==> src/rtl/bounce_gen.sv <==
// rtl/bounce_gen.sv - switch contact bounce emulator with LFSR-randomised toggle gaps
`timescale 1ns/1ps
module bounce_gen #(
    parameter int          BOUNCES  = 4,
    parameter int          GAP_W    = 8,
    parameter int          HOLD_CYC = 1000,
    parameter logic [15:0] SEED     = 16'hACE1
) (
    input  logic clk,
    input  logic reset,
    input  logic level,
    input  logic enable,
    output logic sw,
    output logic busy,
    output logic done
);

    // hold_cnt must hold HOLD_CYC-1; keep at least one bit when HOLD_CYC is 1
    localparam int                HOLD_W      = (HOLD_CYC > 1) ? $clog2(HOLD_CYC) : 1;
    localparam logic [4:0]        LAST_TOGGLE = 5'(2 * BOUNCES + 1);
    localparam logic [HOLD_W-1:0] HOLD_LOAD   = HOLD_W'(HOLD_CYC - 1);

    typedef enum logic [1:0] {
        IDLE,
        BOUNCE,
        HOLD
    } state_t;

    state_t            state;
    state_t            state_nxt;
    logic [15:0]       lfsr;
    logic              lfsr_fb;
    logic              target;
    logic              target_nxt;
    logic              sw_nxt;
    logic              done_nxt;
    logic [4:0]        toggle_cnt;
    logic [4:0]        toggle_nxt;
    logic [GAP_W-1:0]  gap_cnt;
    logic [GAP_W-1:0]  gap_nxt;
    logic [HOLD_W-1:0] hold_cnt;
    logic [HOLD_W-1:0] hold_nxt;

    // x^16 + x^14 + x^13 + x^11 + 1, maximal length, so a nonzero seed never reaches zero
    assign lfsr_fb = lfsr[15] ^ lfsr[13] ^ lfsr[12] ^ lfsr[10];

    // busy covers every cycle the sequencer owns sw
    assign busy = (state != IDLE);

    // LFSR free-runs in every state so gap values keep changing between toggles
    always_ff @(posedge clk) begin
        if (reset) begin
            lfsr <= SEED;
        end else begin
            lfsr <= {lfsr[14:0], lfsr_fb};
        end
    end

    // state and datapath registers; reset aborts any sequence in flight
    always_ff @(posedge clk) begin
        if (reset) begin
            state      <= IDLE;
            sw         <= 1'b0;
            done       <= 1'b0;
            target     <= 1'b0;
            toggle_cnt <= 5'd0;
            gap_cnt    <= '0;
            hold_cnt   <= '0;
        end else begin
            state      <= state_nxt;
            sw         <= sw_nxt;
            done       <= done_nxt;
            target     <= target_nxt;
            toggle_cnt <= toggle_nxt;
            gap_cnt    <= gap_nxt;
            hold_cnt   <= hold_nxt;
        end
    end

    // next-state logic: level/enable are only looked at while IDLE, so target stays latched
    always_comb begin
        state_nxt  = state;
        sw_nxt     = sw;
        target_nxt = target;
        toggle_nxt = toggle_cnt;
        gap_nxt    = gap_cnt;
        hold_nxt   = hold_cnt;
        done_nxt   = 1'b0;
        case (state)
            IDLE: begin
                if (level != sw) begin
                    if (!enable) begin
                        sw_nxt   = level;
                        done_nxt = 1'b1;
                    end else begin
                        target_nxt = level;
                        sw_nxt     = level;
                        toggle_nxt = 5'd1;
                        gap_nxt    = lfsr[GAP_W-1:0];
                        state_nxt  = BOUNCE;
                    end
                end
            end
            BOUNCE: begin
                if (gap_cnt != '0) begin
                    gap_nxt = gap_cnt - 1'b1;
                end else if (toggle_cnt < LAST_TOGGLE) begin
                    sw_nxt     = ~sw;
                    toggle_nxt = toggle_cnt + 5'd1;
                    gap_nxt    = lfsr[GAP_W-1:0];
                end else begin
                    // odd toggle count leaves sw at target already; drive it explicitly
                    sw_nxt    = target;
                    hold_nxt  = HOLD_LOAD;
                    state_nxt = HOLD;
                end
            end
            HOLD: begin
                if (hold_cnt != '0) begin
                    hold_nxt = hold_cnt - 1'b1;
                end else begin
                    state_nxt = IDLE;
                    done_nxt  = 1'b1;
                end
            end
            default: begin
                state_nxt = IDLE;
            end
        endcase
    end

endmodule

==> config.mk <==
export PLATFORM = sky130hd
export DESIGN_NAME = bounce_gen
export DESIGN_NICKNAME = d
export VERILOG_FILES = /design/src/rtl/bounce_gen.sv
export SDC_FILE = /design/constraint.sdc
export NUM_CORES = 1
export LEC_CHECK = 0
export CORE_UTILIZATION = 33
export CTS_CLUSTER_SIZE = 20
export DETAILED_ROUTE_END_ITERATION = 16
export GPL_TIMING_DRIVEN = 0
export RECOVER_POWER = 100
export SYNTH_ARGS = -nofsm -noshare
export SYNTH_HDL_FRONTEND = slang
export SYNTH_SLANG_ARGS = --single-unit
==> constraint.sdc <==
create_clock -name clk -period 5.4 [get_ports clk]
set_clock_uncertainty 0.15 [all_clocks]
set_input_delay 1.35 -clock clk [delete_from_list [all_inputs] [get_ports clk]]
set_output_delay 1.35 -clock clk [all_outputs]
set_load 0.05 [all_outputs]
==> results.toml, run 1 <==
[sta]
tightest_slew_ns = 0.552
slew_headroom_pct = 62.8
fin_crit_ns = 3.36
finalCritPeriodShare_pct = 62.2
setup_violations = 0
setup_ws_ns = 2.04
fmax_mhz = 298
tns_ns = 0
rsz0062_at_grt = "false"
slew_viol_final = 0
hold_viol = 0

[cts]
cts_resized = 0
cts_hold_buf = 0
clk_latency_ns = 0.30
clock-root-buffer = "clkbuf_8"
htreeDepth = 2
cts_setup_buffers = 0
cts_tree = "built"
clock-sinks = 44
clk_pin_slew_worst_paths_ns = 0.08
numCtsBuffers = 5
ctsLongestPathBuffers = 2

[logic_synthesis]
synth-edff-count = 0
synthFlopType = "dfxtp_1"
synth_cells = 230
synth_fp_nets = 239
synth_xor_area_share_pct = 4.22
ys_warn_count = 0
synthAdderAreaFrac_pct = 3.06
avgSynthCellArea_um2 = 8.89
synth.area.mux_share_pct = 1.53
synth_top_family_by_area = "simple AND/OR/NAND/NOR gates"
yosysSeqAreaShare_pct = 43.1
yosys.area_share.simple_pct = 27.6
synth_cell_type_count = 52
synth-seq-cells = 44
async_reset_ff_share_pct = 0
syn_area_um2 = 2050
synth-compound-area-share_pct = 17.8

[worst_setup_path]
endpoint = "gap_cnt[0]"
cp_data_required_time_ns = 5.45
path_max_fanout = 9
cpMaxStageDelayCell = "dlygate4sd3_1"
worstPathArrival_ns = 3.41
cpPeakStageDelay_ns = 0.59
worstSetupEndpointType = "flop"
path_cells = "dlygate4sd3_1 > xor2_1 > a31oi_1 > a31o_1 > or4_1 > o41ai_1"
regToRegEndpoint = "hold_cnt[0]"
r2r-start = "hold_cnt[0]"
rr_worst_depth = 7
worst-setup-path-type = "in -> reg"
crit_path_start_kind = "input pin"
critPathLaunch = "level"
r2r_slack_ns = 3.05

[die]
core-area_um2 = 5960
placementRows = 28
dieArea_um2 = 6520
fp.dieH_um = 80.7
start_util_pct = 34.3
ios = 7
fp.dieW_um = 80.7

[routing]
vias_per_cell = 5.07
wirelength_um = 4150
vias = 1612
wl_per_cell_um = 13.1
drc_errors = 0
drtAntennaViolNets = 0
first_iter_violations = 110
drt_pass1_iterations = 4

[status]
status = "finished, final reports clean"

[finish]
nFillCells = 634
final_cell_mix = "44 x dfxtp_1, 20 x a21oi_1, 19 x nor2_1"
instances_no_fill = 318
final_common_cell = "dfxtp_1"
regArea_um2 = 881
multi_input_area_um2 = 1080
areaGrowthSynthToFinish_pct = 11.1
final_nets = 251
num_antenna_cells = 0
drive_above_1_share_pct = 11.1

[power]
power_leakage_nw = 0.814
peakVddDrop_uv = 187
p_per_area_nw_per_um2 = 388
finalPower_uw = 883

[min_path]
holdCritStartpoint = "lfsr[9]"
min_path_type = "reg -> reg"

[global_routing]
grt-ovfl-total = 0
grt_pass1_vias = 1494
grt_use_total_pct = 14.4
grt_max_degree = 15
grt_pass1_wl_um = 7180
antenna_found_initial = 0

[run]
maxCapViolations = 0

[placement]
dp.cells = 310
portBuffers = 5
place_ws_ns = 1.97
dp_hpwl_um = 2960
finalWeightedCongestion = 0.822
==> worst min-delay path by stage <==
stage	end	cells past startpoint
after floorplan	lfsr[10]	1
after global placement	lfsr[15]	1
after detailed placement	lfsr[10]	1
after CTS	lfsr[10]	1
after global routing	lfsr[10]	1
final	lfsr[10]	1
==> per-layer routing <==
layer | GRT usage (%) | wire [um]
met5 | 0 | 0
met4 | 5.36 | 58
met3 | 3.37 | 143
met2 | 20.7 | 1730
met1 | 20.7 | 2220
==> Yosys cell counts (6+ instances only) <==
master,instances,area share [%]
xnor2_1,6,2.6
nand2_1,15,2.8
nor2b_1,10,3.1
nor2_1,19,3.5
clkbuf_1,6,1.1
a21oi_1,20,4.9
inv_1,6,1.1
or2_2,9,2.8
nor3_1,14,3.4
dfxtp_1,44,43
==> worst max-delay path: cells and delay by family <==
kind | cells | cell delay (ns)
AOI/OAI and AO/OA | 3 | 0.60
and+or+nand+nor | 1 | 0.49
buffers and inverters | 1 | 0.59
xor gates and xnor gates | 1 | 0.37
==> cells by family after synthesis <==
logic type      Yosys count
xor+xnor                  9
mux                       3
compound gates           55
flops                    44
buf+inv                  14
simple gates            100
fa+ha+maj                 5
==> layout make-up <==
| cell class | count | share of cell area [%] |
|---|---|---|
| tap | 75 | 4.13 |
| buffer | 8 | 1.43 |
| multi-input combinational | 172 | 47.6 |
| timing repair buffer | 5 | 2.20 |
| sequential | 44 | 38.8 |
| clock buffer | 5 | 3.03 |
| inverter | 6 | 0.991 |
| clock inverter | 3 | 1.87 |
==> state kept, by name (all words and copies together), names as in the netlist <==
name        cells
target          1
lfsr           16
gap_cnt         8
hold_cnt       10
done            1
sw              1
state           2
toggle_cnt      5
==> through the flow <==
step	util (%)	hold WS, ns	instance area (um2)
after floorplan	-	0.239	2050
after global placement	36.8	0.244	2190
after detailed placement	36.8	0.243	2190
after CTS	38.6	0.264	2300
after global routing	38.2	0.301	2270
final	38.2	0.262	2270
==> report_power, final <==
group	internal [mW]	switching, mW
combinational	0.0957	0.149
clock	0.137	0.114
sequential	0.354	0.0320
(Power assumes the default switching activity.)
==> run 2, diff against run 1 <==
==> constraint.sdc (replaced) <==
create_clock -name clk -period 3 [get_ports clk]
set_clock_uncertainty 0.15 [all_clocks]
set_input_delay 0.75 -clock clk [delete_from_list [all_inputs] [get_ports clk]]
set_output_delay 0.75 -clock clk [all_outputs]
set_load 0.05 [all_outputs]
==> results.toml, run 2 (same netlist as run 1, synthesis figures left out) <==
[die]
fp.dieH_um = 80.7
start_util_pct = 34.3
core-area_um2 = 5960
placementRows = 28
dieArea_um2 = 6520
ios = 7
fp.dieW_um = 80.7

[sta]
tightest_slew_ns = 0.725
finalCritPeriodShare_pct = 90.9
fmax_mhz = 367
fin_hold_ws_ns = 0.262
hold_viol = 0
rsz0062_at_grt = "false"
slew_headroom_pct = 51.1
tns_ns = 0
fin_crit_ns = 2.73
setup_violations = 0
slew_viol_final = 0

[run]
maxCapViolations = 0

[min_path]
min_path_type = "reg -> reg"

[routing]
vias_per_cell = 5.09
vias = 1619
dr_wl_met2_um = 1730
wl_met3_um = 140
drc_errors = 0
first_iter_violations = 122
top_layer_used = "met4"
wl_met1_um = 2260
wirelength_um = 4190
drtAntennaViolNets = 0
drt_pass1_iterations = 5
wl_per_cell_um = 13.2

[worst_setup_path]
worstSetupEndpointType = "output port"
worst-setup-path-type = "reg -> out"
crit_path_start_kind = "flop"
worstPathArrival_ns = 1.83
path_max_fanout = 10
cp_data_required_time_ns = 2.10

[power]
p_per_area_nw_per_um2 = 697
power_leakage_nw = 0.815
peakVddDrop_uv = 335

[global_routing]
grt_max_degree = 15
grt_pass1_wl_um = 7180
antenna_found_initial = 0
grt-ovfl-total = 0
grt_pass1_vias = 1494
grt_use_total_pct = 14.4

[cts]
cts_setup_buffers = 0
cts_resized = 0
clk_latency_ns = 0.30
htreeDepth = 2
clock-sinks = 44
cts_hold_buf = 0
cts_tree = "built"
numCtsBuffers = 5
clock-root-buffer = "clkbuf_8"
clk_pin_slew_worst_paths_ns = 0.08
ctsLongestPathBuffers = 2

[finish]
num_antenna_cells = 0
top_register = "lfsr"
areaGrowthSynthToFinish_pct = 10.6
final_core_util_pct = 38.0
final_common_cell = "dfxtp_1"
final_cell_mix = "44 x dfxtp_1, 20 x a21oi_1, 19 x nor2_1"
final_nets = 251
fin_area_um2 = 2260
largestRegisters = "lfsr: 16 flops, hold_cnt: 10 flops, gap_cnt: 8 flops"
largest_reg_flops = 16
drive_above_1_share_pct = 10.7

[placement]
portBuffers = 5
finalWeightedCongestion = 0.822
dp_hpwl_um = 2960
placed_area_um2 = 2190

[status]
status = "finished, final reports clean"
run 2: final timing paths:
kind                            startpoint            end  slack [ns]  cells past startpoint
worst min-delay path               lfsr[9]       lfsr[10]        0.26                      1
worst max register to register  gap_cnt[0]  toggle_cnt[2]        0.50                      7
worst max-delay path              state[0]           busy        0.27                      3
worst min register to register     lfsr[9]       lfsr[10]        0.26                      1
run 2: worst max-delay path, cell delays in order, from the launching register on:
cell           delay, ns
dfxtp_1             0.32
buf_2               0.21
or2_2               0.14
dlygate4sd3_1       0.86
run 2: routing by layer:
metal,global-route usage (%),vias up
li1,-,852
met1,20.7,741
met2,20.7,16
met3,3.37,10
met4,5.36,0
met5,0,-
run 2: where the power goes:
group / internal (mW) / total, mW / switching [mW]
clock: 0.246 / 0.454 / 0.208
sequential: 0.638 / 0.693 / 0.0549
combinational: 0.165 / 0.430 / 0.265
total: 1.05 / 1.58 / 0.528
run 2: final cells by class:
cell class	instances	area (um2)
Clock buffer	5	68.8
Sequential cell	44	881
Inverter	6	22.5
Multi-Input combinational cell	172	1070
Tap cell	75	93.8
Fill cell	637	3690
Buffer	8	32.5
Timing Repair Buffer	5	50.0
Clock inverter	3	42.5
run 2: through the flow:
| step | setup WS (ns) | power [mW] | std cells |
|---|---|---|---|
| floorplan | 0.867 | 1.06 | 230 |
| global placement | 0.162 | 1.16 | 310 |
| detailed placement | 0.169 | 1.17 | 310 |
| CTS | 0.327 | 1.62 | 318 |
| global route | 0.203 | 1.67 | 318 |
| finish | 0.273 | 1.58 | 318 |
==> run 3, diff against run 2 <==
--- a/config.mk
+++ b/config.mk
@@ -5,11 +5,12 @@
 export SDC_FILE = /design/constraint.sdc
 export NUM_CORES = 1
 export LEC_CHECK = 0
+export CORE_ASPECT_RATIO = 1.2
 export CORE_UTILIZATION = 33
 export CTS_CLUSTER_SIZE = 20
 export DETAILED_ROUTE_END_ITERATION = 16
-export GPL_TIMING_DRIVEN = 0
 export RECOVER_POWER = 100
+export SETUP_SLACK_MARGIN = 0.5
 export SYNTH_ARGS = -nofsm -noshare
 export SYNTH_HDL_FRONTEND = slang
 export SYNTH_SLANG_ARGS = --single-unit
==> results.toml, run 3 (same netlist as run 1, synthesis figures left out) <==
[routing]
drtAntennaViolNets = 0
vias_per_cell = 5.01
drt_pass1_iterations = 4
first_iter_violations = 105
wirelength_um = 4040
drc_errors = 0
vias = 1618
wl_per_cell_um = 12.5

[worst_setup_path]
crit_path_start_kind = "flop"
cp_top_family = "buffers and inverters"
path_cells = "dlygate4sd3_1"
cp_num_buf_inv = 1
worst-setup-path-type = "reg -> out"
worstSetupEndpointType = "output port"
cpPeakStageDelay_ns = 0.86
path_max_fanout = 1
r2r_slack_ns = 0.65
worstPathArrival_ns = 1.47
cpMaxStageDelayCell = "dlygate4sd3_1"
cp_data_required_time_ns = 2.10

[finish]
final_core_util_pct = 38.1
top_register = "lfsr"
final_nets = 249
final_common_cell = "dfxtp_1"
num_antenna_cells = 0
fin_area_um2 = 2290
drive_above_1_share_pct = 13.7
instances_no_fill = 323
areaGrowthSynthToFinish_pct = 12.1
largestRegisters = "lfsr: 16 flops, hold_cnt: 10 flops, gap_cnt: 8 flops"
final_cell_mix = "44 x dfxtp_1, 20 x a21oi_1, 19 x nor2_1"
largest_reg_flops = 16

[status]
status = "finished, final reports clean"

[cts]
clock-root-buffer = "clkbuf_8"
htreeDepth = 2
clock-sinks = 44
clk_latency_ns = 0.30
ctsLongestPathBuffers = 2
numCtsBuffers = 5
cts_tree = "built"
clk_pin_slew_worst_paths_ns = 0.08

[run]
maxCapViolations = 0

[die]
placementRows = 31
ios = 7
fp.dieH_um = 88.3
start_util_pct = 34.0
core-area_um2 = 6010
fp.dieW_um = 73.9
dieArea_um2 = 6520

[sta]
finalCritPeriodShare_pct = 79.0
hold_viol = 0
tightest_slew_ns = 0.661
fin_crit_ns = 2.37
setup_violations = 0
slew_headroom_pct = 55.9
fmax_mhz = 422
tns_ns = 0
rsz0062_at_grt = "false"
slew_viol_final = 0

[global_routing]
grt-ovfl-total = 0
grt_pass1_wl_um = 6940
grt_use_total_pct = 13.9
grt_pass1_vias = 1562
antenna_found_initial = 0
grt_max_degree = 20

[power]
peakVddDrop_uv = 206
power_leakage_nw = 0.831
p_per_area_nw_per_um2 = 663
finalPower_mw = 1.52

[placement]
placed_area_um2 = 2210
dp.cells = 315
portBuffers = 6
finalWeightedCongestion = 0.770
dp_hpwl_um = 2960

[min_path]
min_path_type = "reg -> reg"
## run 3: cell types whose count changed in the layout (fill, tap and decap cells not counted), sizes merged
cell / before / now
dlygate4sd2: 0 / 2
dlygate4sd3: 5 / 3
dlymetal6s2s: 0 / 1
bufinv: 1 / 0
clkinv: 1 / 3
clkbuf: 11 / 7
clkinvlp: 1 / 0
buf: 2 / 3
## run 3: what timing repair did
| item | in CTS | in global routing |
|---|---|---|
| endpoints found under the setup margin | 2 | 3 |
| resized for setup | 2 | 2 |
| pin swaps | 0 | 1 |
| buffers inserted | 0 | 0 |
| endpoints found under the hold margin | 0 | 0 |
| hold buffers | 0 | 0 |
## run 3: final timing paths
check	start	endpoint	depth (start not counted)
min reg2reg	lfsr[14]	lfsr[15]	1
max	done	done	1
min	lfsr[14]	lfsr[15]	1
max reg2reg	gap_cnt[0]	hold_cnt[1]	7
## run 3: power breakdown
part	internal, mW	switching, mW
registers	0.638	0.0610
clock network	0.162	0.199
logic	0.187	0.274
## run 3: worst reg2reg max path, stage by stage (launching register included)
cell and delay [ns]:
dfxtp_1 0.37, inv_1 0.13, ha_1 0.21, nor3b_1 0.42
nand2_1 0.19, nor3_1 0.49, nor3_1 0.10, a211oi_1 0.22
## run 3: area by class of cell
| type | instances | area, um2 |
|---|---|---|
| repair buffers | 11 | 90.1 |
| flip-flops and latches | 44 | 881 |
| well taps | 82 | 103 |
| clock buffers | 5 | 68.8 |
| multi-input cells | 172 | 1110 |
| inverters | 6 | 22.5 |
| fillers | 609 | 3720 |
| clock inverters | 3 | 18.8 |
## run 3: routing by layer
metal	global-route usage, %	vias up	share of wire, %
met4	7.34	0	1.9
met3	3.19	7	2.4
met1	16.7	750	48
met2	23.0	18	48
li1	-	843	-
met5	0	-	0
## run 3: per-stage QoR
stage	setup slack [ns]	hold slack (ns)
2_1_floorplan	0.867	0.239
4_1_cts	0.590	0.265
5_1_grt	0.389	0.270
3_3_place_gp	0.336	0.244
3_5_place_dp	0.293	0.244
6_report	0.631	0.263
==> variant, RTL diff (settings of run 3) <==
Change the parameter `GAP_W` from 8 to 6.
--- a/src/rtl/bounce_gen.sv
+++ b/src/rtl/bounce_gen.sv
@@ -3,5 +3,5 @@
 module bounce_gen #(
     parameter int          BOUNCES  = 4,
-    parameter int          GAP_W    = 8,
+    parameter int          GAP_W    = 6,
     parameter int          HOLD_CYC = 1000,
     parameter logic [15:0] SEED     = 16'hACE1
Function: changed (a bounded check fails within 10 cycles, from zero or initial values and one cycle with reset high).
==> variant against run 3 <==
- worst setup slack got worse by 0.073 ns
- largest power group unchanged
- sequential share of layout area rose by 0.41 points
- sequential cell count fell by 2
- wire length fell by 12%
- power fell by 6.4%
- design area fell by 5.6%
- sequential power fell by 11%
- synthesized area fell by 7.6%
==> variant: results (changes against run 3) <==
[power]
total_leakage_power_uw=0.000831  ; about the same
p_per_area_nw_per_um2=657  ; -0.93%

[routing]
viasPerCell=5.26  ; +5.1%

[grt]
met2_usage_pct=20.7  ; -2.3 points
grt_util_met1_pct=14.6  ; -2.1 points
grt_pass1_vias=1292  ; -17%
grt_pass1_wl_mm=5.84  ; -16%
grt_use_total_pct=12.6  ; -1.3 points
grtUsageMet3_pct=3.92  ; +0.73 points

[hold_path]
min_to=lfsr[7]

[finish]
final_cells=278  ; -14%
final_nets=224  ; -10%
final_layout_size_suffix_gt1_share_pct=13.4  ; -0.27 points

[place]
routabilityCongestion=0.790  ; +2.5%
dp.cells=270  ; -14%
dp_hpwl_mm=2.52  ; -15%

[synth]
ys_types=48  ; -7.7%
netlist_top_cells_area=dfxtp_1 (44%), a21oi_1 (4.0%), nor2_1 (3.8%)
synth_common_cells=dfxtp_1 (42), nor2_1 (19), a21oi_1 (15)
synth_adder_area_share_pct=3.31  ; +0.25 points
muxShareOfSynthArea_pct=1.59  ; +0.059 points

[worst_setup_path]
crit_end=gap_cnt[0]
arrival_ns=2.50  ; +1.03 ns
crit_fanout=12  ; +11

[run_status]
status=complete, no violations

variant: where the power goes:
part / switching [µW] / internal, µW / leakage, µW
Combinational: 149 / 104 / 0.000414
Sequential: 26.8 / 593 / 0.000345
Clock: 196 / 355 / 0.0000714
Total: 371 / 1050 / 0.000831
variant: what timing repair did:
action	in CTS	in global routing
endpoints found under the setup margin	5	3
gates resized for setup	3	1
hold endpoints to repair	0	0
variant: cell type report:
cell class	instances	area share (%)
multi-input combinational	145	45.1
sequential	42	38.8
timing repair buffer	12	4.39
clock buffer	6	3.81
tap	62	3.58
clock inverter	2	2.77
inverter	9	1.56
variant: worst max-delay path: stages (launching register included):
cell,delay [ns]
dfxtp_1,0.33
inv_1,0.10
ha_1,0.21
or3b_1,0.50
nor2_1,0.37
a311o_2,0.39
a21oi_1,0.07
a211oi_1,0.23
variant: stage by stage:
stage,worst slack (ns),hold slack (ns)
floorplan,0.888,0.239
global placement,0.261,0.243
detailed placement,0.211,0.244
CTS,0.594,0.263
global route,0.347,0.278
finish,0.559,0.260
